[src/rtl/alu_ctrl_pkg.sv]
// Shared codes for the EX-stage ALU control / mult-div unit: aluop, funct, alucnt and MDU state.
package alu_ctrl_pkg;

    localparam int unsigned AOP_ADD   = 0;
    localparam int unsigned AOP_SUB   = 1;
    localparam int unsigned AOP_RTYPE = 2;
    localparam int unsigned AOP_AND   = 3;
    localparam int unsigned AOP_OR    = 4;
    localparam int unsigned AOP_SLT   = 5;
    localparam int unsigned AOP_XOR   = 6;
    localparam int unsigned AOP_LUI   = 7;

    localparam int unsigned F_SLL   = 'h00;
    localparam int unsigned F_SRL   = 'h02;
    localparam int unsigned F_SRA   = 'h03;
    localparam int unsigned F_MFHI  = 'h10;
    localparam int unsigned F_MFLO  = 'h12;
    localparam int unsigned F_MULT  = 'h18;
    localparam int unsigned F_MULTU = 'h19;
    localparam int unsigned F_DIV   = 'h1A;
    localparam int unsigned F_DIVU  = 'h1B;
    localparam int unsigned F_ADD   = 'h20;
    localparam int unsigned F_ADDU  = 'h21;
    localparam int unsigned F_SUB   = 'h22;
    localparam int unsigned F_SUBU  = 'h23;
    localparam int unsigned F_AND   = 'h24;
    localparam int unsigned F_OR    = 'h25;
    localparam int unsigned F_XOR   = 'h26;
    localparam int unsigned F_NOR   = 'h27;
    localparam int unsigned F_SLT   = 'h2A;
    localparam int unsigned F_SLTU  = 'h2B;

    localparam int unsigned AC_AND  = 0;
    localparam int unsigned AC_OR   = 1;
    localparam int unsigned AC_ADD  = 2;
    localparam int unsigned AC_XOR  = 3;
    localparam int unsigned AC_NOR  = 4;
    localparam int unsigned AC_SLL  = 5;
    localparam int unsigned AC_SUB  = 6;
    localparam int unsigned AC_SLT  = 7;
    localparam int unsigned AC_SLTU = 8;
    localparam int unsigned AC_SRL  = 9;
    localparam int unsigned AC_SRA  = 10;
    localparam int unsigned AC_LUI  = 11;
    localparam int unsigned AC_NONE = 15;

    typedef enum logic [1:0] {
        S_IDLE = 2'd0,
        S_RUN  = 2'd1,
        S_FIX  = 2'd2
    } mdu_state_e;

endpackage

[src/rtl/mdu_iter_core.sv]
// Iterative multiply/divide engine: WIDTH shift-add or restoring-divide steps on magnitudes,
// then one sign-fix cycle whose corrected result is presented on res_hi/res_lo.
module mdu_iter_core
    import alu_ctrl_pkg::*;
#(
    parameter int unsigned WIDTH = 32
) (
    input  logic             clk,
    input  logic             rst_n,
    input  logic             start,
    input  logic             flush,
    input  logic             is_div,
    input  logic             is_signed,
    input  logic [WIDTH-1:0] a,
    input  logic [WIDTH-1:0] b,
    output mdu_state_e       state,
    output logic [WIDTH-1:0] res_hi,
    output logic [WIDTH-1:0] res_lo,
    output logic             res_dz
);

    localparam int unsigned CNT_W = $clog2(WIDTH);

    mdu_state_e          state_nxt;
    logic [CNT_W-1:0]    cnt;
    logic [WIDTH-1:0]    acc;
    logic [WIDTH-1:0]    sr;
    logic [WIDTH-1:0]    md;
    logic                div_r;
    logic                dz_r;
    logic                neg_p;
    logic                neg_r;

    logic                sa;
    logic                sb;
    logic [WIDTH-1:0]    ma;
    logic [WIDTH-1:0]    mb;
    logic                div_by_zero;
    logic                last;
    logic [WIDTH:0]      add_sum;
    logic [WIDTH:0]      sh;
    logic [WIDTH-1:0]    acc_step;
    logic [WIDTH-1:0]    sr_step;
    logic [2*WIDTH-1:0]  prod;

    assign sa          = is_signed & a[WIDTH-1];
    assign sb          = is_signed & b[WIDTH-1];
    assign ma          = sa ? -a : a;
    assign mb          = sb ? -b : b;
    assign div_by_zero = is_div & (b == '0);
    assign last        = (cnt == CNT_W'(WIDTH - 1));

    always_ff @(posedge clk or negedge rst_n) begin
        if (!rst_n) state <= S_IDLE;
        else        state <= state_nxt;
    end

    always_comb begin
        state_nxt = state;
        case (state)
            S_IDLE: if (start && !flush) state_nxt = div_by_zero ? S_FIX : S_RUN;
            S_RUN: begin
                if (flush)     state_nxt = S_IDLE;
                else if (last) state_nxt = S_FIX;
            end
            S_FIX:   state_nxt = S_IDLE;
            default: state_nxt = S_IDLE;
        endcase
    end

    // One iteration: divide shifts the dividend into the partial remainder, multiply shifts right.
    always_comb begin
        add_sum  = {1'b0, acc} + {1'b0, md};
        sh       = {acc, sr[WIDTH-1]};
        acc_step = acc;
        sr_step  = sr;
        if (div_r) begin
            if (sh >= {1'b0, md}) begin
                acc_step = sh[WIDTH-1:0] - md;
                sr_step  = {sr[WIDTH-2:0], 1'b1};
            end else begin
                acc_step = sh[WIDTH-1:0];
                sr_step  = {sr[WIDTH-2:0], 1'b0};
            end
        end else if (sr[0]) begin
            acc_step = add_sum[WIDTH:1];
            sr_step  = {add_sum[0], sr[WIDTH-1:1]};
        end else begin
            acc_step = {1'b0, acc[WIDTH-1:1]};
            sr_step  = {acc[0], sr[WIDTH-1:1]};
        end
    end

    always_ff @(posedge clk or negedge rst_n) begin
        if (!rst_n) begin
            cnt   <= '0;
            acc   <= '0;
            sr    <= '0;
            md    <= '0;
            div_r <= 1'b0;
            dz_r  <= 1'b0;
            neg_p <= 1'b0;
            neg_r <= 1'b0;
        end else if (state == S_IDLE && start && !flush) begin
            cnt   <= '0;
            div_r <= is_div;
            dz_r  <= div_by_zero;
            neg_p <= sa ^ sb;
            neg_r <= sa;
            md    <= is_div ? mb : ma;
            if (div_by_zero) begin
                acc <= a;
                sr  <= '1;
            end else begin
                acc <= '0;
                sr  <= is_div ? ma : mb;
            end
        end else if (state == S_RUN) begin
            acc <= acc_step;
            sr  <= sr_step;
            cnt <= cnt + CNT_W'(1);
        end
    end

    // Sign correction of the raw magnitude result, valid while in FIX.
    always_comb begin
        res_hi = acc;
        res_lo = sr;
        res_dz = dz_r;
        prod   = {acc, sr};
        if (!dz_r) begin
            if (div_r) begin
                res_lo = neg_p ? -sr : sr;
                res_hi = neg_r ? -acc : acc;
            end else begin
                if (neg_p) prod = -{acc, sr};
                res_hi = prod[2*WIDTH-1:WIDTH];
                res_lo = prod[WIDTH-1:0];
            end
        end
    end

endmodule

[src/rtl/alu_control_mdu.sv]
// EX-stage ALU control: aluop/funct decode to alucnt, HI/LO ownership, mult/div issue and
// MFHI/MFLO interlock around the iterative core.
module alu_control_mdu
    import alu_ctrl_pkg::*;
#(
    parameter int unsigned WIDTH    = 32,
    parameter int unsigned ALUOP_W  = 3,
    parameter int unsigned FUNCT_W  = 6,
    parameter int unsigned ALUCNT_W = 4
) (
    input  logic                clk,
    input  logic                rst_n,
    input  logic                valid,
    input  logic                flush,
    input  logic [ALUOP_W-1:0]  aluop,
    input  logic [FUNCT_W-1:0]  funct,
    input  logic [WIDTH-1:0]    op_a,
    input  logic [WIDTH-1:0]    op_b,
    output logic [ALUCNT_W-1:0] alucnt,
    output logic                stall,
    output logic                busy,
    output logic                done,
    output logic                div_zero,
    output logic [WIDTH-1:0]    hilo_rd
);

    mdu_state_e       state;
    logic             is_r;
    logic             f_mult;
    logic             f_multu;
    logic             f_div;
    logic             f_divu;
    logic             f_muldiv;
    logic             f_mfhi;
    logic             f_mflo;
    logic             start;
    logic             commit;
    logic [WIDTH-1:0] hi;
    logic [WIDTH-1:0] lo;
    logic [WIDTH-1:0] res_hi;
    logic [WIDTH-1:0] res_lo;
    logic             res_dz;
    logic [WIDTH-1:0] hi_view;
    logic [WIDTH-1:0] lo_view;

    assign is_r     = (aluop == ALUOP_W'(AOP_RTYPE));
    assign f_mult   = is_r & (funct == FUNCT_W'(F_MULT));
    assign f_multu  = is_r & (funct == FUNCT_W'(F_MULTU));
    assign f_div    = is_r & (funct == FUNCT_W'(F_DIV));
    assign f_divu   = is_r & (funct == FUNCT_W'(F_DIVU));
    assign f_muldiv = f_mult | f_multu | f_div | f_divu;
    assign f_mfhi   = is_r & (funct == FUNCT_W'(F_MFHI));
    assign f_mflo   = is_r & (funct == FUNCT_W'(F_MFLO));

    assign start  = valid & f_muldiv & (state == S_IDLE) & ~flush;
    assign commit = (state == S_FIX) & ~flush;
    assign busy   = (state != S_IDLE);
    assign done   = commit;

    // MFHI/MFLO are released in FIX because the fresh result is forwarded that cycle.
    assign stall = valid & ((f_muldiv & (state != S_IDLE)) | ((f_mfhi | f_mflo) & (state == S_RUN)));

    always_comb begin
        alucnt = ALUCNT_W'(AC_NONE);
        case (32'(aluop))
            AOP_ADD: alucnt = ALUCNT_W'(AC_ADD);
            AOP_SUB: alucnt = ALUCNT_W'(AC_SUB);
            AOP_AND: alucnt = ALUCNT_W'(AC_AND);
            AOP_OR:  alucnt = ALUCNT_W'(AC_OR);
            AOP_SLT: alucnt = ALUCNT_W'(AC_SLT);
            AOP_XOR: alucnt = ALUCNT_W'(AC_XOR);
            AOP_LUI: alucnt = ALUCNT_W'(AC_LUI);
            AOP_RTYPE: begin
                case (32'(funct))
                    F_ADD, F_ADDU: alucnt = ALUCNT_W'(AC_ADD);
                    F_SUB, F_SUBU: alucnt = ALUCNT_W'(AC_SUB);
                    F_AND:         alucnt = ALUCNT_W'(AC_AND);
                    F_OR:          alucnt = ALUCNT_W'(AC_OR);
                    F_XOR:         alucnt = ALUCNT_W'(AC_XOR);
                    F_NOR:         alucnt = ALUCNT_W'(AC_NOR);
                    F_SLT:         alucnt = ALUCNT_W'(AC_SLT);
                    F_SLTU:        alucnt = ALUCNT_W'(AC_SLTU);
                    F_SLL:         alucnt = ALUCNT_W'(AC_SLL);
                    F_SRL:         alucnt = ALUCNT_W'(AC_SRL);
                    F_SRA:         alucnt = ALUCNT_W'(AC_SRA);
                    default:       alucnt = ALUCNT_W'(AC_NONE);
                endcase
            end
            default: alucnt = ALUCNT_W'(AC_NONE);
        endcase
    end

    always_ff @(posedge clk or negedge rst_n) begin
        if (!rst_n) begin
            hi       <= '0;
            lo       <= '0;
            div_zero <= 1'b0;
        end else if (start) begin
            div_zero <= 1'b0;
        end else if (commit) begin
            hi       <= res_hi;
            lo       <= res_lo;
            div_zero <= res_dz;
        end
    end

    assign hi_view = commit ? res_hi : hi;
    assign lo_view = commit ? res_lo : lo;

    always_comb begin
        hilo_rd = '0;
        if (valid && f_mfhi)      hilo_rd = hi_view;
        else if (valid && f_mflo) hilo_rd = lo_view;
    end

    mdu_iter_core #(.WIDTH(WIDTH)) u_core (
        .clk       (clk),
        .rst_n     (rst_n),
        .start     (start),
        .flush     (flush),
        .is_div    (f_div | f_divu),
        .is_signed (f_mult | f_div),
        .a         (op_a),
        .b         (op_b),
        .state     (state),
        .res_hi    (res_hi),
        .res_lo    (res_lo),
        .res_dz    (res_dz)
    );

endmodule
[config.mk]
export PLATFORM = sky130hd
export DESIGN_NAME = alu_control_mdu
export DESIGN_NICKNAME = d
export VERILOG_FILES = /design/src/rtl/alu_ctrl_pkg.sv /design/src/rtl/mdu_iter_core.sv /design/src/rtl/alu_control_mdu.sv
export SDC_FILE = /design/constraint.sdc
export NUM_CORES = 1
export LEC_CHECK = 0
export ABC_AREA = 1
export CAP_MARGIN = 10
export CORE_MARGIN = 2
export CORE_UTILIZATION = 24
export CTS_BUF_LIST = sky130_fd_sc_hd__clkbuf_4 sky130_fd_sc_hd__clkbuf_8
export CTS_CLUSTER_DIAMETER = 40
export CTS_CLUSTER_SIZE = 30
export DETAILED_ROUTE_END_ITERATION = 10
export GPL_ROUTABILITY_DRIVEN = 0
export PLACE_DENSITY = 0.41
export SYNTH_ARGS = -nofsm -noshare
export SYNTH_HDL_FRONTEND = slang
export SYNTH_HIERARCHICAL = 1
export SYNTH_SLANG_ARGS = --single-unit
export TNS_END_PERCENT = 50
[constraint.sdc]
create_clock -name clk -period 5.2 [get_ports clk]
set_input_delay 1.56 -clock clk [delete_from_list [all_inputs] [get_ports clk]]
set_output_delay 1.56 -clock clk [all_outputs]
set_load 0.03 [all_outputs]
* Word level (Yosys, flattened, before mapping) *
Memories as Yosys holds them, arrays and structs flattened.
Cells that the tools add are included.

cells by class
  $add $sub $neg = 8
  multipliers = 0
  divide/modulo/power cells = 0
  $lt $le $gt $ge = 1
  equality and inequality tests = 18
  shift-type cells = 0
  multiplexer cells = 37
  bitwise logic cells = 25
  reductions and logical operators = 13

operator list
  operator                                             count
  2-to-1 mux 32 bit                                    25
  negator 32 bit                                       4
  2-to-1 mux 64 bit                                    1
  negator 64 bit                                       1
  equality test 6 x 5 -> 1 bit, second input constant  6
  adder 32 x 32 -> 33 bit                              1
  >= comparator 33 x 32 -> 1 bit                       1
  logical NOT 32 bit                                   1
  one-hot mux 4 bit (8 select lines)                   1
  subtractor 32 bit                                    1
  bitwise AND 1 bit                                    16
  equality test 3 bit, second input constant           4
  2-to-1 mux 5 bit                                     2
  2-to-1 mux 2 bit                                     4
  OR 1 bit                                             7
  equality test 3 x 2 -> 1 bit, second input constant  2
  nonzero test 2 bit                                   3
  adder 5 x 1 -> 5 bit, second input constant          1
  equality test 5 bit, second input constant           1
  logical AND 1 bit                                    5
  one-hot mux 2 bit (2 select lines)                   1
  equality test 3 x 1 -> 1 bit, second input constant  1
  logical NOT 3 bit                                    1
  2-to-1 mux 1 bit                                     3
  other kinds (9)                                      9

word-level totals
  register bits = 172
  bits in latches = 0
  memory bits (writable) = 0
  bits in read-only memories = 256
  input bits = 77
  memories kept = 1

memory list
  name              depth  width  read ports  clocked after memory_dff  wr ports  line                   text
  (name not given)  64     4      1           0                         0         alu_control_mdu.sv:74  case (32'(funct))

* Logic depth before layout (Yosys ltp) *
  depth after elaboration = 11
  gate-level depth with buffers = 23
  depth with buffers taken out = 21

* Modules after synthesis *
Netlist, hierarchy kept.

by module, submodules not included
  module           instances  cells an instance  area each (um^2)  seq. area each (um^2)
  mdu_iter_core    1          2910               16169.3           2677.6
  alu_control_mdu  1          459                3475.8            1626.6

* Least setup slack after synthesis *
No wires, ideal clock.

  path kind = input -> output
  start = in funct[0]
  end = out hilo_rd[24]
  arrival time = 2.727 ns
  required time = 3.640 ns
  setup slack = 0.913 ns
  cell stages on the path = 7
  cell sequence = inv_1 ha_1 nand2_1 nor2_1 nand2_2 buf_6 o21ai_1

between the ends
  word-level cells in the longest chain between the ends = 5

RTL lines
  element                       line                    text
  start, declared               alu_control_mdu.sv:16   input logic [FUNCT_W-1:0] funct,
  equality test 6 x 5 -> 1 bit  alu_control_mdu.sv:53   assign f_mflo = is_r & (funct == FUNCT_W'(F_MFLO));
  bitwise AND 1 bit             alu_control_mdu.sv:53
  logical AND 1 bit             alu_control_mdu.sv:113  else if (valid && f_mflo) hilo_rd = lo_view;
  2-to-1 mux 32 bit             alu_control_mdu.sv:113
  2-to-1 mux 32 bit *           alu_control_mdu.sv:112  if (valid && f_mfhi) hilo_rd = hi_view;
  end, declared                 alu_control_mdu.sv:24   output logic [WIDTH-1:0] hilo_rd

Every way passes the cells marked *; elsewhere a longest branch is shown, timed or not.

* Worst setup path in the final report *
  start = in funct[1]
  end = out alucnt[0]

between the ends
  word-level cells in the longest chain between the ends = 2

RTL lines
  element                             line                   text
  memory (64 x 4 bit)                 --
  one-hot mux 4 bit (8 select lines)  alu_control_mdu.sv:65  case (32'(aluop))
  end, declared                       alu_control_mdu.sv:19  output logic [ALUCNT_W-1:0] alucnt,

No other way between the ends.

==> metrics.log <==
[metrics] outcome: finished clean
[metrics] Total Power Consumption: 5.12 mW
[metrics] CP Capture Type: primary output
[metrics] clock skew after layout: 0.0214 ns
[metrics] number of distinct library cells after synthesis: 54
[metrics] # DRC: 0
[metrics] register bit total from synthesis: 172
[metrics] final HPWL from detailed placement: between 70000 and 80000 um
[metrics] standard-cell row count: 104
[metrics] number of iterations in the first detailed-routing pass: 6
[metrics] synthesized cell area: a little under 20000 um^2
[metrics] I/O pin count: 117
[metrics] Routed wire per std cell: roughly 21 um
[metrics] number of buffers added to fix hold violations after cts: 0
[metrics] maxcap violations: 0
[metrics] setup repair after global routing missed its margin: true
[metrics] ratio of final minimum period to clock period: 0.975
[metrics] top cell type by total area after synthesis: nand2_1
[metrics] Final Worst Setup Slack: about 0.13 ns
[metrics] Avg Cell Area, Syn: about 5.8 um^2
[metrics] shortest period the worst path allows: between 5 and 6 ns
[metrics] vias in the first global route: between 20000 and 25000
[metrics] synthesis warning total: 6
[metrics] post-place setup slack: roughly 0.12 ns
[metrics] PD cells: approximately 220 nW/um^2
[metrics] count of input and output buffers: 116
[metrics] gr usage total: 0.224
[metrics] worst rel slew slack: 0.362
[metrics] Buffers & Inverters on Critical Path: 3
[metrics] Slew @ Worst Pin: roughly 0.95 ns
[metrics] worst IR drop on VDD: about 0.17 mV
[metrics] CORE AREA: approximately 81000 um^2
[metrics] largest delay contributor family on the critical path: buffers and inverters
[metrics] initial core utilization: 0.243
[metrics] area growth from synthesis to layout: 16.4%
[metrics] Critical Setup Path Class: in2out
[metrics] area of the die: ~84000 um^2
[metrics] total area of multi-input combinational cells: 12900 um^2
[metrics] peak clock frequency supported by timing: around 200 MHz
[metrics] endpoint required time on the critical path: about 3.6 ns
[metrics] area taken by flip-flops and latches: between 4000 and 5000 um^2
[metrics] Final Hold Slack: between 0.4 and 0.5 ns
[metrics] buffer levels on the longest clock path: 2
[metrics] number of inserted filler cells in the final layout: slightly above 9000
[metrics] final-report setup violation count: 0
[metrics] first-pass GRT wire length: 140000 um
[metrics] nets in the synthesized netlist: 3523
[metrics] Data arrival, critical path: roughly 3.5 ns
[metrics] Crit-path slowest cell: clkdlybuf4s50_1
[metrics] largest net degree at the start of global routing: 76
[metrics] Slew Viols, Final: 0
[metrics] Clock H-tree levels: 4
[metrics] number of nets in the layout: between 3000 and 4000
[metrics] Max FO, Critical Path: 5
[metrics] share of the synthesized area in the top cell type: 0.235
[metrics] Worst Setup Start Kind: primary input
[metrics] total number of vias: ~22000
[metrics] leading cell types by total area after synthesis: nand2_1 23%, dfrtp_1 22%, inv_1 9.6%, nor2_1 5.7%, xor2_1 5.7%
[metrics] sequential element share of the synthesized area: 0.219
[metrics] Final Hold Fails: 0
[metrics] critical-path cell list: clkdlybuf4s50_1 -> inv_1 -> ha_1 -> a21oi_1 -> nand2_1 -> a21oi_1 -> o21ai_0 -> clkdlybuf4s50_1
[metrics] wire length after detailed routing: about 96000 um
[metrics] Via-to-Cell Ratio: 4.78
[metrics] Die H: around 290 um
[metrics] remaining global-route overflow: 0
[metrics] clock tree from TritonCTS: built
[metrics] DIE WIDTH: slightly below 300 um
[metrics] number of antenna violations at the first check in global routing: 3
[metrics] post-synthesis cell count: 3369
[metrics] cell total after placement: between 4000 and 5000
[metrics] residual antenna-violating net count after detailed routing: 0
[metrics] root buf cell: clkbuf_8
[metrics] path category of the worst min-delay check: reg2reg
[metrics] total clock sinks: 172
[metrics] number of CTS-inserted buffers: 17
[metrics] clock edge transition at the registers on the reported setup and hold paths: 0.10 ns
[metrics] Crit path largest cell delay: slightly below 0.6 ns
[metrics] number of violations reported at the end of detailed-routing iteration 0: 1871
[metrics] Final Non-Filler Cells: around 4600
[metrics] fraction of layout cells with a size suffix above 1: 0.0819
[metrics] source-to-sink clock delay at the later pin of the worst-skew pair: about 0.53 ns
[metrics] aggregate negative setup slack: 0 ns
[metrics] cell leakage power: approximately 12 nW
-- stage by stage --
step,util,instance area (um^2)
2_1_floorplan,-,19600
3_3_place_gp,0.276,22300
3_5_place_dp,0.276,22300
4_1_cts,0.282,22700
5_1_grt,0.283,22900
6_report,0.283,22900
-- logic make-up after synthesis --
group                    Yosys count  share of synthesized area
XOR/XNOR                         138                     0.0615
adder cells (fa/ha/maj)           77                     0.0498
AO/OA/AOI/OAI                    439                      0.138
AND/OR/NAND/NOR                 1908                      0.403
flip-flops                       172                      0.219
buffers and inverters            635                      0.128
-- cells in the final DEF (no fill, tap or decap), types with 18 or more instances in the layout --
cell type,synthesis,final
nor2_1,299,291
nor3_1,35,35
inv_1,504,499
o211ai_1,30,30
a221oi_1,26,26
ha_1,75,74
and2_1,26,26
o21ai_0,144,144
nand2_1,1229,1229
nand3_1,223,222
a21oi_1,119,118
xor2_1,128,126
o21ai_2,20,20
a21oi_2,19,20
clkbuf_8,0,20
clkdlybuf4s50_1,0,78
nand4_1,23,23
nand2_2,18,18
dfrtp_1,172,170
buf_4,11,106
-- worst paths after layout --
path / endpoint / depth (start not counted) / slack (ns) / from
hold / removal: hi[24] / 2 / 0.47 / hi[24]
min in group asynchronous: hi[20] / 1 / 1.02 / rst_n
setup / recovery: alucnt[0] / 8 / 0.13 / funct[1]
setup reg to reg: u_core/acc[1] / 17 / 1.61 / u_core/acc[10]
hold reg to reg: hi[24] / 2 / 0.47 / hi[24]
max in group asynchronous: lo[15] / 2 / 3.19 / rst_n
-- worst reg2reg max path: stages, from the launching register on --
cell,delay (ns)
dfrtp_1,0.69
buf_4,0.26
ha_1,0.28
nand2_1,0.16
inv_1,0.05
nand2_1,0.06
nand3_1,0.15
nand2_1,0.10
nand2_1,0.10
inv_1,0.09
nand2_1,0.10
nand2_2,0.16
nand2_4,0.21
nor2_4,0.60
nand2_1,0.11
nand3_1,0.12
nand2_1,0.05
a21oi_1,0.22
-- per-layer routing --
layer  share of wire  vias to the layer above  GRT usage
li1                -                    10781          -
met4           0.027                        0     0.0629
met2            0.43                      665      0.344
met3           0.059                       73     0.0332
met1            0.48                    10224      0.323
met5               0                        -          0
-- report_power, final --
part           switching (mW)  leakage, nW  internal (mW)
combinational            1.72         9.59          0.716
clock                   0.592        0.214          0.514
sequential              0.161         2.15           1.42
total                    2.47         12.0           2.65
-- area by class of cell --
cell class                 count  area share
multi-input combinational   2562       0.566
clock inverter                11     0.00695
antenna                        2    0.000219
timing repair buffer         201      0.0829
inverter                     525      0.0862
sequential                   172       0.188
clock buffer                  20      0.0118
tap                         1060      0.0580
-- flip-flops by register name (all words and copies together) (netlist names) --
register / count
hi: 32
lo: 32
u_core/acc: 32
u_core/md: 32
u_core/sr: 32
u_core/cnt: 5
u_core/state: 2
div_zero: 1
u_core/div_r: 1
u_core/neg_p: 1
u_core/neg_r: 1
u_core/res_dz: 1
-- repair_timing --
| action | CTS | global route |
|---|---|---|
| pin swaps | 1 | 2 |
| endpoints found under the setup margin | 3 | 27 |
| resized for setup | 2 | 23 |
| buffers inserted | 0 | 2 |
-- synthesized netlist by cell type, drive strengths merged --
cell     count
xor2       128
a22oi       14
nand3b       3
o211ai      30
o21a         3
fa           2
o221a        1
nor3        42
nor4        10
a221oi      26
xnor2       10
o2111ai      1
o21ai      181
o311ai       1
a211oi       1
dfrtp      172
nand3      228
o211a        1
a21boi       3
nand4       24
o31ai        3
o21bai      11
or2          3
a21oi      139
nor2       323
o22ai        4
buf         43
ha          75
o221ai      17
clkinv       9
nand2     1249
a31oi        1
inv        516
and2        26
a22o         2
clkbuf      67
Power figures use the tool's default switching activity.
